--- config.mk ---
export PLATFORM = sky130hd
export DESIGN_NAME = button_ctrl
export DESIGN_NICKNAME = d
export VERILOG_FILES = /design/src/rtl/button_ctrl.sv
export SDC_FILE = /design/constraint.sdc
export NUM_CORES = 1
export LEC_CHECK = 0
export CAP_MARGIN = 20
export CORE_ASPECT_RATIO = 1.5
export CORE_MARGIN = 3
export CORE_UTILIZATION = 60
export CTS_CLUSTER_DIAMETER = 30
export DETAILED_ROUTE_END_ITERATION = 10
export PLACE_DENSITY_LB_ADDON = 0.1
export SYNTH_ARGS = -nofsm -noshare
export SYNTH_HDL_FRONTEND = slang
export SYNTH_SLANG_ARGS = --single-unit
--- constraint.sdc ---
create_clock -name clk -period 3.66 [get_ports clk]
set_input_delay 0.366 -clock clk [delete_from_list [all_inputs] [get_ports clk]]
set_output_delay 0.366 -clock clk [all_outputs]
set_load 0.005 [all_outputs]
--- src/rtl/button_ctrl.sv ---
// ---------------------------------------------------------------------------
// button_ctrl -- start/speed key front end for the LED sequencer.
//
// Each raw mechanical key goes through a 2-flop synchronizer and an
// independent debounce FSM. A level change is accepted only after the
// synchronized key has been stable for DEBOUNCE_CNT cycles. An accepted
// start press pulses `button` and latches `running`. An accepted speed
// press advances `freq_set` modulo 4 in the same cycle.
//
// Ports
//   clk        in   system clock; all logic on its rising edge
//   rst        in   synchronous, active-high reset
//   key_start  in   raw start key (asynchronous, bouncy, active-high)
//   key_speed  in   raw speed key (asynchronous, bouncy, active-high)
//   button     out  one-cycle start pulse
//   freq_set   out  speed select, 00 fastest .. 11 slowest
//   running    out  high from the first accepted start press until rst
// ---------------------------------------------------------------------------

// ---------------------------------------------------------------------------
// button_debounce -- synchronizer plus debounce FSM for one key.
//
// Ports
//   clk           in   system clock
//   rst           in   synchronous, active-high reset
//   i_key         in   raw asynchronous key
//   o_accept_set  out  high for exactly one cycle, on the edge where the FSM
//                      moves PRESS_WAIT -> PRESSED. The parent registers it,
//                      so the pulse is visible while the FSM sits in PRESSED
//                      for the first time.
// ---------------------------------------------------------------------------
module button_debounce #(
    parameter int unsigned DEBOUNCE_CNT = 2000000
) (
    input  logic clk,
    input  logic rst,
    input  logic i_key,
    output logic o_accept_set
);

    localparam logic [1:0] ST_IDLE         = 2'd0;
    localparam logic [1:0] ST_PRESS_WAIT   = 2'd1;
    localparam logic [1:0] ST_PRESSED      = 2'd2;
    localparam logic [1:0] ST_RELEASE_WAIT = 2'd3;

    // The counter counts from 0 up to this value and never beyond, so it
    // cannot wrap. Entering a WAIT state uses one stable sample. This value
    // adds the remaining DEBOUNCE_CNT samples needed before the change is
    // accepted.
    localparam logic [23:0] CNT_LAST = 24'(DEBOUNCE_CNT - 1);

    logic        r_sync1;
    logic        r_sync2;
    logic [1:0]  r_state;
    logic [23:0] r_cnt;

    logic [1:0]  w_state_next;
    logic [23:0] w_cnt_next;
    logic        w_accept_set;
    logic        w_cnt_last;

    assign w_cnt_last = (r_cnt == CNT_LAST);

    always_comb begin
        // NOTE: every combinational output gets a default first, so no path
        // through the case leaves it unassigned and no latch is inferred.
        w_state_next = r_state;
        w_cnt_next   = r_cnt;
        w_accept_set = 1'b0;
        case (r_state)
            ST_IDLE: begin
                if (r_sync2) begin
                    w_state_next = ST_PRESS_WAIT;
                    w_cnt_next   = '0;
                end
            end
            ST_PRESS_WAIT: begin
                if (!r_sync2) begin
                    w_state_next = ST_IDLE;
                    w_cnt_next   = '0;
                end else if (w_cnt_last) begin
                    w_state_next = ST_PRESSED;
                    w_cnt_next   = '0;
                    w_accept_set = 1'b1;
                end else begin
                    w_cnt_next = r_cnt + 24'd1;
                end
            end
            ST_PRESSED: begin
                if (!r_sync2) begin
                    w_state_next = ST_RELEASE_WAIT;
                    w_cnt_next   = '0;
                end
            end
            ST_RELEASE_WAIT: begin
                if (r_sync2) begin
                    w_state_next = ST_PRESSED;
                    w_cnt_next   = '0;
                end else if (w_cnt_last) begin
                    w_state_next = ST_IDLE;
                    w_cnt_next   = '0;
                end else begin
                    w_cnt_next = r_cnt + 24'd1;
                end
            end
            default: begin
                w_state_next = ST_IDLE;
                w_cnt_next   = '0;
            end
        endcase
    end

    always_ff @(posedge clk) begin
        // NOTE: sequential state uses non-blocking assignments. Every flop
        // then samples pre-edge values, which makes the synchronizer a true
        // two-stage pipeline.
        if (rst) begin
            r_sync1 <= 1'b0;
            r_sync2 <= 1'b0;
            r_state <= ST_IDLE;
            r_cnt   <= '0;
        end else begin
            r_sync1 <= i_key;
            r_sync2 <= r_sync1;
            r_state <= w_state_next;
            r_cnt   <= w_cnt_next;
        end
    end

    assign o_accept_set = w_accept_set;

endmodule

module button_ctrl #(
    parameter int unsigned DEBOUNCE_CNT = 2000000
) (
    input  logic       clk,
    input  logic       rst,
    input  logic       key_start,
    input  logic       key_speed,
    output logic       button,
    output logic [1:0] freq_set,
    output logic       running
);

    logic       w_start_set;
    logic       w_speed_set;

    logic       r_button;
    logic       r_running;
    logic [1:0] r_freq;

    button_debounce #(.DEBOUNCE_CNT(DEBOUNCE_CNT)) u_start_db (
        .clk          (clk),
        .rst          (rst),
        .i_key        (key_start),
        .o_accept_set (w_start_set)
    );

    button_debounce #(.DEBOUNCE_CNT(DEBOUNCE_CNT)) u_speed_db (
        .clk          (clk),
        .rst          (rst),
        .i_key        (key_speed),
        .o_accept_set (w_speed_set)
    );

    // All three outputs update on the same edge from the two strobes.
    // A start and a speed accept in the same cycle therefore both take
    // effect, and the freq_set change lines up with the accept pulse.
    always_ff @(posedge clk) begin
        if (rst) begin
            r_button  <= 1'b0;
            r_running <= 1'b0;
            r_freq    <= 2'b00;
        end else begin
            r_button <= w_start_set;
            if (w_start_set) begin
                r_running <= 1'b1;
            end
            if (w_speed_set) begin
                r_freq <= r_freq + 2'd1;
            end
        end
    end

    assign button   = r_button;
    assign running  = r_running;
    assign freq_set = r_freq;

endmodule

After elaboration in Yosys (flattened, before gate mapping)
Cells that the tools add are included.
Word-level totals
  flip-flop bits (word level): 60
  input bits: 4
  output and inout port bits: 4
Operators by class
  add/subtract/negate cells: 3
  eq/ne operators: 16
  muxes and demuxes: 32
  reductions and logical operators: 6
Operators with widths (count)
  24-bit 2-to-1 mux: 10
  24-bit case mux with 4 select lines: 2
  24-bit by 1-bit adder with 24-bit output, second input constant: 2
  24-bit by 21-bit equality test with 1-bit output, second input constant: 2
  2-bit 2-to-1 mux: 12
  2-bit case mux with 4 select lines: 2
  2-bit equality test, second input constant: 4
  4-bit AND reduction: 2
  1-bit 2-to-1 mux: 6
  3-bit by 1-bit != test with 1-bit output, second input constant: 2
  3-bit != test, second input constant: 2
  2-bit by 1-bit equality test with 1-bit output, second input constant: 2
  2-bit logical NOT: 2
  2-bit by 1-bit != test with 1-bit output, second input constant: 2
  2-bit != test, second input constant: 2
  2-bit AND reduction: 2
  2-bit by 1-bit adder with 2-bit output, second input constant: 1

Longest topological paths before layout
Gate-level depths: netlist (run 1).
  depth in word-level cells: 4
  depth in mapped cells: 8
  gate-level depth less buffers: 6

Modules after synthesis
A second synthesis (run 1) with hierarchy kept.
Second synthesis, totals
  cells, all modules: 384
  area total of the unflattened synthesis: 3258.1 um2
By module, submodules not included
  button_debounce: times used 2, cells each 186, area each 1562.7 um2, seq. area each 560.5 um2
  button_ctrl: times used 1, cells each 12, area each 132.6 um2, seq. area each 80.1 um2

Least setup slack after synthesis (run 1)
No wires, ideal clock.
  path type: reg2reg
  start point: register u_start_db.r_cnt[15]
  end point: register u_start_db.r_cnt[18]
  setup time: 0.117 ns
  arrival: 1.859 ns
  required time: 3.543 ns
  setup slack: 1.684 ns
  cell stages (with the launch flop): 8
  period minus slack after synthesis: 1.976 ns
  cells stage by stage: dfxtp_1 > buf_4 > or4b_4 > nor4_4 > a211oi_1 > buf_4 > buf_6 > a22o_1
Between the ends
  word-level cells in the longest chain between the ends: 4
  elaborated cells on any way between the ends: 6
  classes of those cells: add/sub: 1; eq/ne: 1; mux: 4
RTL lines
  start: declaration: line 55  | logic [23:0] r_cnt;
  start signal: assignment: line 126  | r_cnt <= w_cnt_next;
  24-bit by 1-bit adder with 24-bit output or 24-bit by 21-bit equality test with 1-bit output (tied branches): line 86, 103, 62
  24-bit 2-to-1 mux *: line 81, 99
  24-bit 2-to-1 mux, on equally long branches: line 96, 78
  24-bit case mux with 4 select lines *: line 70  | case (r_state)
Every way passes the cells marked *; elsewhere a longest branch is shown, timed or not.
A chain may end at the register's enable or synchronous reset.

Worst setup path after layout (run 1)
  start point: register u_start_db.r_cnt[0]
  end point: register u_start_db.r_cnt[18]
The elaborated chain is that of the path after synthesis.

==> flow_metrics.py, run 1 <==
metrics = {
    "timing": {
        "fin_crit_ns": 2.29,
        "drv_slew": 0,
        "hold_viol_final": 0,
        "whs_ns": 0.444,
        "tightest_slew_ns": 0.878,
        "max_slew_margin": 0.409,
        "setup_viol": 0,
        "period_share": 0.626,
        "rsz0062_at_grt": "no",
        "final.setup.tns_ns": 0,
        "fmax_ghz": 0.437,
        "fin_skew_ns": 0.00773,
    },
    "worst_setup_path": {
        "crit_family": "simple AND/OR/NAND/NOR gates",
        "r2r-end": "u_start_db.r_cnt[18]",
        "worst-path-max-fanout": 6,
        "reg2regPathDepth": 6,
        "crit_path_start_kind": "flip-flop",
        "rr_startpoint": "u_start_db.r_cnt[0]",
        "arrival_ns": 2.53,
        "crit_cells": 6,
        "reg2reg_setup_slack_ns": 1.37,
        "crit_type": "reg -> reg",
        "crit_end": "u_start_db.r_cnt[18]",
        "worst_path_max_delay_cell": "nor4_1",
        "startpoint": "u_start_db.r_cnt[0]",
        "critical-path-max-stage-delay_ns": 0.78,
        "cp_num_buf_inv": 0,
        "crit_path_end_kind": "flip-flop",
        "critical_path_required_ns": 3.90,
        "crit_chain": "ha_1 > nand3_1 > nor4_1 > nand4_1 > a21o_1 > a22o_1",
    },
    "clock_network": {
        "clockBufferDepth": 2,
        "clock_latency_ns": 0.34,
        "clock-sinks": 60,
        "htreeDepth": 3,
        "ctsHoldBuffers": 0,
        "cts_tree": "done",
        "clkSlewWorstSetupHoldPaths_ns": 0.07,
        "cts_root_buffer": "clkbuf_8",
        "cts_buffers": 9,
        "post_cts.repair.setup_buffers": 0,
        "ctsResizeCount": 0,
    },
    "cells_and_area": {
        "layout-drive-gt1-share": 0.0822,
        "fill_cells": 425,
        "syn_to_final_growth_pct": 9.47,
        "insertedDiodeCount": 0,
        "layout_commonest_cell": "dfxtp_1",
        "mostFrequentLayoutCells": "dfxtp_1 (60), nand3_1 (33), nand2_1 (33)",
        "design_area_sq_um": 3240,
        "instances_no_fill": 429,
        "nets": 366,
    },
    "run_status": {
        "outcome": "finished, final reports clean",
    },
    "routing": {
        "wirelength_microns": 5920,
        "vias_per_cell": 6.00,
        "drc": 0,
        "first_iter_violations": 195,
        "vias": 2573,
        "routedWlPerCell_microns": 13.8,
        "drt_pre_antenna_iters": 4,
        "ant_nets": 0,
    },
    "yosys": {
        "synth-edff-count": 0,
        "syn_inst": 351,
        "synth_cell_types": 50,
        "synth_top_cell_by_area": "dfxtp_1",
        "synth-seq-cells": 60,
        "avgSynthCellArea_sq_um": 8.43,
        "yosysTopAreaCellShare": 0.406,
        "synth_ff_type": "dfxtp_1",
        "yosys_warnings": 0,
        "seq_area_frac_synth": 0.406,
        "syn_area_sq_um": 2960,
        "syn-num-nets": 357,
        "synthArstFlopShare": 0,
        "synth_area_leaders": "dfxtp_1 (41%), nand3_1 (5.6%), xor2_1 (4.4%)",
    },
    "min_path": {
        "min_path_type": "reg -> reg",
        "min_from": "u_speed_db.r_sync1",
    },
    "power_and_ir_drop": {
        "power_density_nw_per_um2": 374,
        "ir_drop_mv": 0.282,
        "leakagePower_nw": 1.12,
    },
    "place": {
        "io_buffers": 7,
        "place_inst": 413,
        "dpl_cell_area_sq_um": 3070,
        "dp_hpwl_microns": 4220,
        "gp_congestion": 0.904,
    },
    "die": {
        "rows": 30,
        "ioPinCount": 8,
        "initial_core_util": 0.636,
        "coreArea_sq_um": 4650,
        "die_area_sq_um": 5830,
        "die_x_microns": 63.4,
        "die_height_microns": 92.0,
    },
    "global_routing": {
        "gr-usage-all-layers": 0.229,
        "grt_pass1_vias": 2432,
        "antenna_found_initial": 0,
        "grt_first_pass_wirelength_microns": 10800,
        "grt-ovfl-total": 0,
        "grt_max_degree": 42,
    },
    "run": {
        "cap_violations": 0,
    },
}
layout make-up:
cell class | count | area [sq um] | area share
multi-input cells | 267 | 1650 | 0.509
flip-flops and latches | 60 | 1200 | 0.371
clock buffers | 11 | 141 | 0.0436
repair buffers | 11 | 100 | 0.0309
well taps | 64 | 80.1 | 0.0247
inverters | 11 | 41.3 | 0.0127
clock inverters | 5 | 27.5 | 0.00849
report_power, final:
group	internal (W)	switching, W	total (W)
sequential	0.000656	0.00000237	0.000658
clock	0.000259	0.000254	0.000513
combinational	0.0000138	0.0000266	0.0000405
total	0.000928	0.000283	0.00121
how the worst min path moves through the flow:
stage / cells past startpoint / to
final: 1 / u_speed_db.r_sync2
after global routing: 1 / u_speed_db.r_sync2
after CTS: 1 / u_speed_db.r_sync2
after detailed placement: 1 / u_speed_db.r_sync2
after global placement: 1 / u_start_db.r_sync2
after floorplan: 1 / u_speed_db.r_sync2
metrics by stage:
| stage | setup WS [ns] | utilization | total power (W) |
|---|---|---|---|
| after floorplan | 1.68 | - | 0.000699 |
| after global placement | 1.42 | 0.660 | 0.000712 |
| after detailed placement | 1.33 | 0.660 | 0.000713 |
| after CTS | 1.32 | 0.696 | 0.00123 |
| after global routing | 1.09 | 0.696 | 0.00126 |
| final | 1.37 | 0.696 | 0.00121 |
synth_stat cells, types with 2 or more instances:
cell type	n
nand4_1	14
buf_6	3
buf_4	2
inv_1	11
o21ai_0	9
nor3_1	21
nor2b_1	4
a22oi_1	2
xnor2_1	4
and4_1	2
nor2_1	21
nand2b_1	3
a31oi_1	19
mux2i_1	11
or4b_1	2
buf_2	2
nand3b_1	4
xor2_1	15
nand3_1	33
nor4b_1	2
clkbuf_1	6
dfxtp_1	60
a21o_1	2
nand2_1	33
and2_1	3
or2_2	2
ha_1	2
or3b_2	3
a21oi_1	16
and3_1	15
or4_1	2
or3_1	3
nor4_1	3
kinds of logic (layout without fill, tap and decap cells):
logic type | after synthesis | count (layout) | synth area share
simple gates | 176 | 176 | 0.326
buf+inv | 24 | 38 | 0.0414
compound gates | 59 | 59 | 0.125
mux | 11 | 11 | 0.0372
xor+xnor | 19 | 19 | 0.0562
fa+ha+maj | 2 | 2 | 0.00845
flops | 60 | 60 | 0.406
per-layer routing:
layer	track usage	wire length, microns	up-vias
li1	-	-	1301
met2	0.402	3140	46
met5	0	0	-
met1	0.253	2450	1213
met3	0.0539	161	13
met4	0.119	165	0
Note: power is estimated with default switching activity, not from simulation.
==> inputs of run 2 (changes only) <==
clock period = 2.3 ns   (was 3.66 ns; I/O delays follow)
==> flow_metrics.py, run 2 (synthesized netlist as in run 1, its figures left out) <==
metrics = {
    "routing": {
        "drc": 0,
        "drt_pre_antenna_iters": 5,
        "wirelength_microns": 6710,
        "vias": 2708,
        "routedWlPerCell_microns": 15.1,
        "first_iter_violations": 197,
        "vias_per_cell": 6.11,
        "ant_nets": 0,
    },
    "power_and_ir_drop": {
        "leakagePower_nw": 1.24,
        "p_clk_frac": 0.516,
        "power_switching_w": 0.000458,
        "p_int_w": 0.00185,
        "comb_power_share": 0.030,
        "power_w": 0.00230,
        "sw_frac_of_total": 0.199,
        "ir_drop_mv": 0.545,
        "p_seq_frac": 0.454,
        "power_density_nw_per_um2": 666,
    },
    "timing": {
        "setup_viol": 0,
        "tightest_slew_ns": 0.589,
        "max_slew_margin": 0.605,
        "fin_crit_ns": 2.13,
        "rsz0062_at_grt": "no",
        "hold_viol_final": 0,
        "period_share": 0.926,
        "drv_slew": 0,
        "fin_skew_ns": 0.00961,
        "final.setup.tns_ns": 0,
        "fmax_ghz": 0.470,
    },
    "clock_network": {
        "clock_latency_ns": 0.34,
        "cts_tree": "done",
        "post_cts.repair.setup_buffers": 0,
        "clockBufferDepth": 2,
        "cts_root_buffer": "clkbuf_8",
        "htreeDepth": 3,
        "cts_buffers": 9,
        "clkSlewWorstSetupHoldPaths_ns": 0.07,
        "clock-sinks": 60,
    },
    "global_routing": {
        "gr-usage-all-layers": 0.252,
        "grt_max_degree": 35,
        "grt-ovfl-total": 0,
        "antenna_found_initial": 0,
        "grt_first_pass_wirelength_microns": 11800,
        "grt_pass1_vias": 2718,
    },
    "cells_and_area": {
        "layout-drive-gt1-share": 0.119,
        "instances_no_fill": 443,
        "syn_to_final_growth_pct": 16.8,
        "mostFrequentLayoutCells": "dfxtp_1 (60), nand2_1 (33), nand3_1 (32)",
        "nets": 380,
        "layout_commonest_cell": "dfxtp_1",
        "insertedDiodeCount": 0,
    },
    "worst_setup_path": {
        "arrival_ns": 2.41,
        "crit_path_start_kind": "flip-flop",
        "crit_type": "reg -> reg",
        "worst-path-max-fanout": 5,
        "critical_path_required_ns": 2.58,
        "crit_path_end_kind": "flip-flop",
    },
    "die": {
        "die_area_sq_um": 5830,
        "die_x_microns": 63.4,
        "rows": 30,
        "initial_core_util": 0.636,
        "coreArea_sq_um": 4650,
        "die_height_microns": 92.0,
        "ioPinCount": 8,
    },
    "run_status": {
        "outcome": "finished, final reports clean",
    },
    "place": {
        "io_buffers": 7,
        "dp_hpwl_microns": 4680,
        "place_inst": 427,
        "gp_congestion": 0.860,
    },
    "min_path": {
        "min_path_type": "reg -> reg",
    },
    "run": {
        "cap_violations": 0,
    },
}
[run 2: final timing paths]
kind                                              to  slack, ns  cells past startpoint                start
worst max-delay path            u_start_db.r_cnt[14]       0.17                      6  u_start_db.r_cnt[1]
worst min-delay path              u_start_db.r_sync2       0.44                      1   u_start_db.r_sync1
worst max register to register  u_start_db.r_cnt[14]       0.17                      6  u_start_db.r_cnt[1]
worst min register to register    u_start_db.r_sync2       0.44                      1   u_start_db.r_sync1
[run 2: area by class of cell]
cell class	instances	area (sq um)
multi-input combinational	267	1650
sequential	60	1200
fill	374	1200
timing repair buffer	25	230
clock buffer	12	155
clock inverter	4	95.1
tap	64	80.1
inverter	11	41.3
[run 2: metrics by stage]
stage	hold slack, ns	area [sq um]	setup slack [ns]	util
floorplan	0.358	2960	0.324	-
global placement	0.419	3200	0.262	0.688
detailed placement	0.429	3200	0.178	0.688
CTS	0.438	3450	0.171	0.742
global route	0.451	3460	0.0187	0.743
finish	0.436	3460	0.171	0.743
[run 2: per-layer routing]
metal  up-vias  global-route usage  part of all wire
li1       1340                   -                 -
met1      1298               0.260              0.39
met2        50               0.464              0.55
met3        20              0.0613             0.029
met4         0               0.119             0.026
met5         -                   0                 0
[run 2: power by group through the flow]
stage	combinational, W	clock [W]	sequential, W
5_1_grt	0.0000764	0.00126	0.00105
3_5_place_dp	0.0000683	0	0.00107
3_3_place_gp	0.0000669	0	0.00107
2_1_floorplan	0.0000425	0	0.00107
4_1_cts	0.0000687	0.00120	0.00105
6_report	0.0000689	0.00119	0.00105
[run 2: timing repair]
| item | 4_1_cts | 5_1_grt |
|---|---|---|
| gates resized for setup | 0 | 1 |
| setup endpoints to repair | 0 | 14 |
| hold buffers | 0 | 0 |
[run 2: critical path, cell delays in order (launching register included)]
cell and delay, ns:
dfxtp_1 0.39, ha_1 0.23, nand3_1 0.22, nor3_1 0.47, nand3_1 0.17, or3b_2 0.49, nand3_1 0.10
==> inputs of run 3 (changes only) <==
SLEW_MARGIN = 40   (was default)
==> results of run 3 <==
The final DEF is identical to that of run 2; final timing and power are the same.
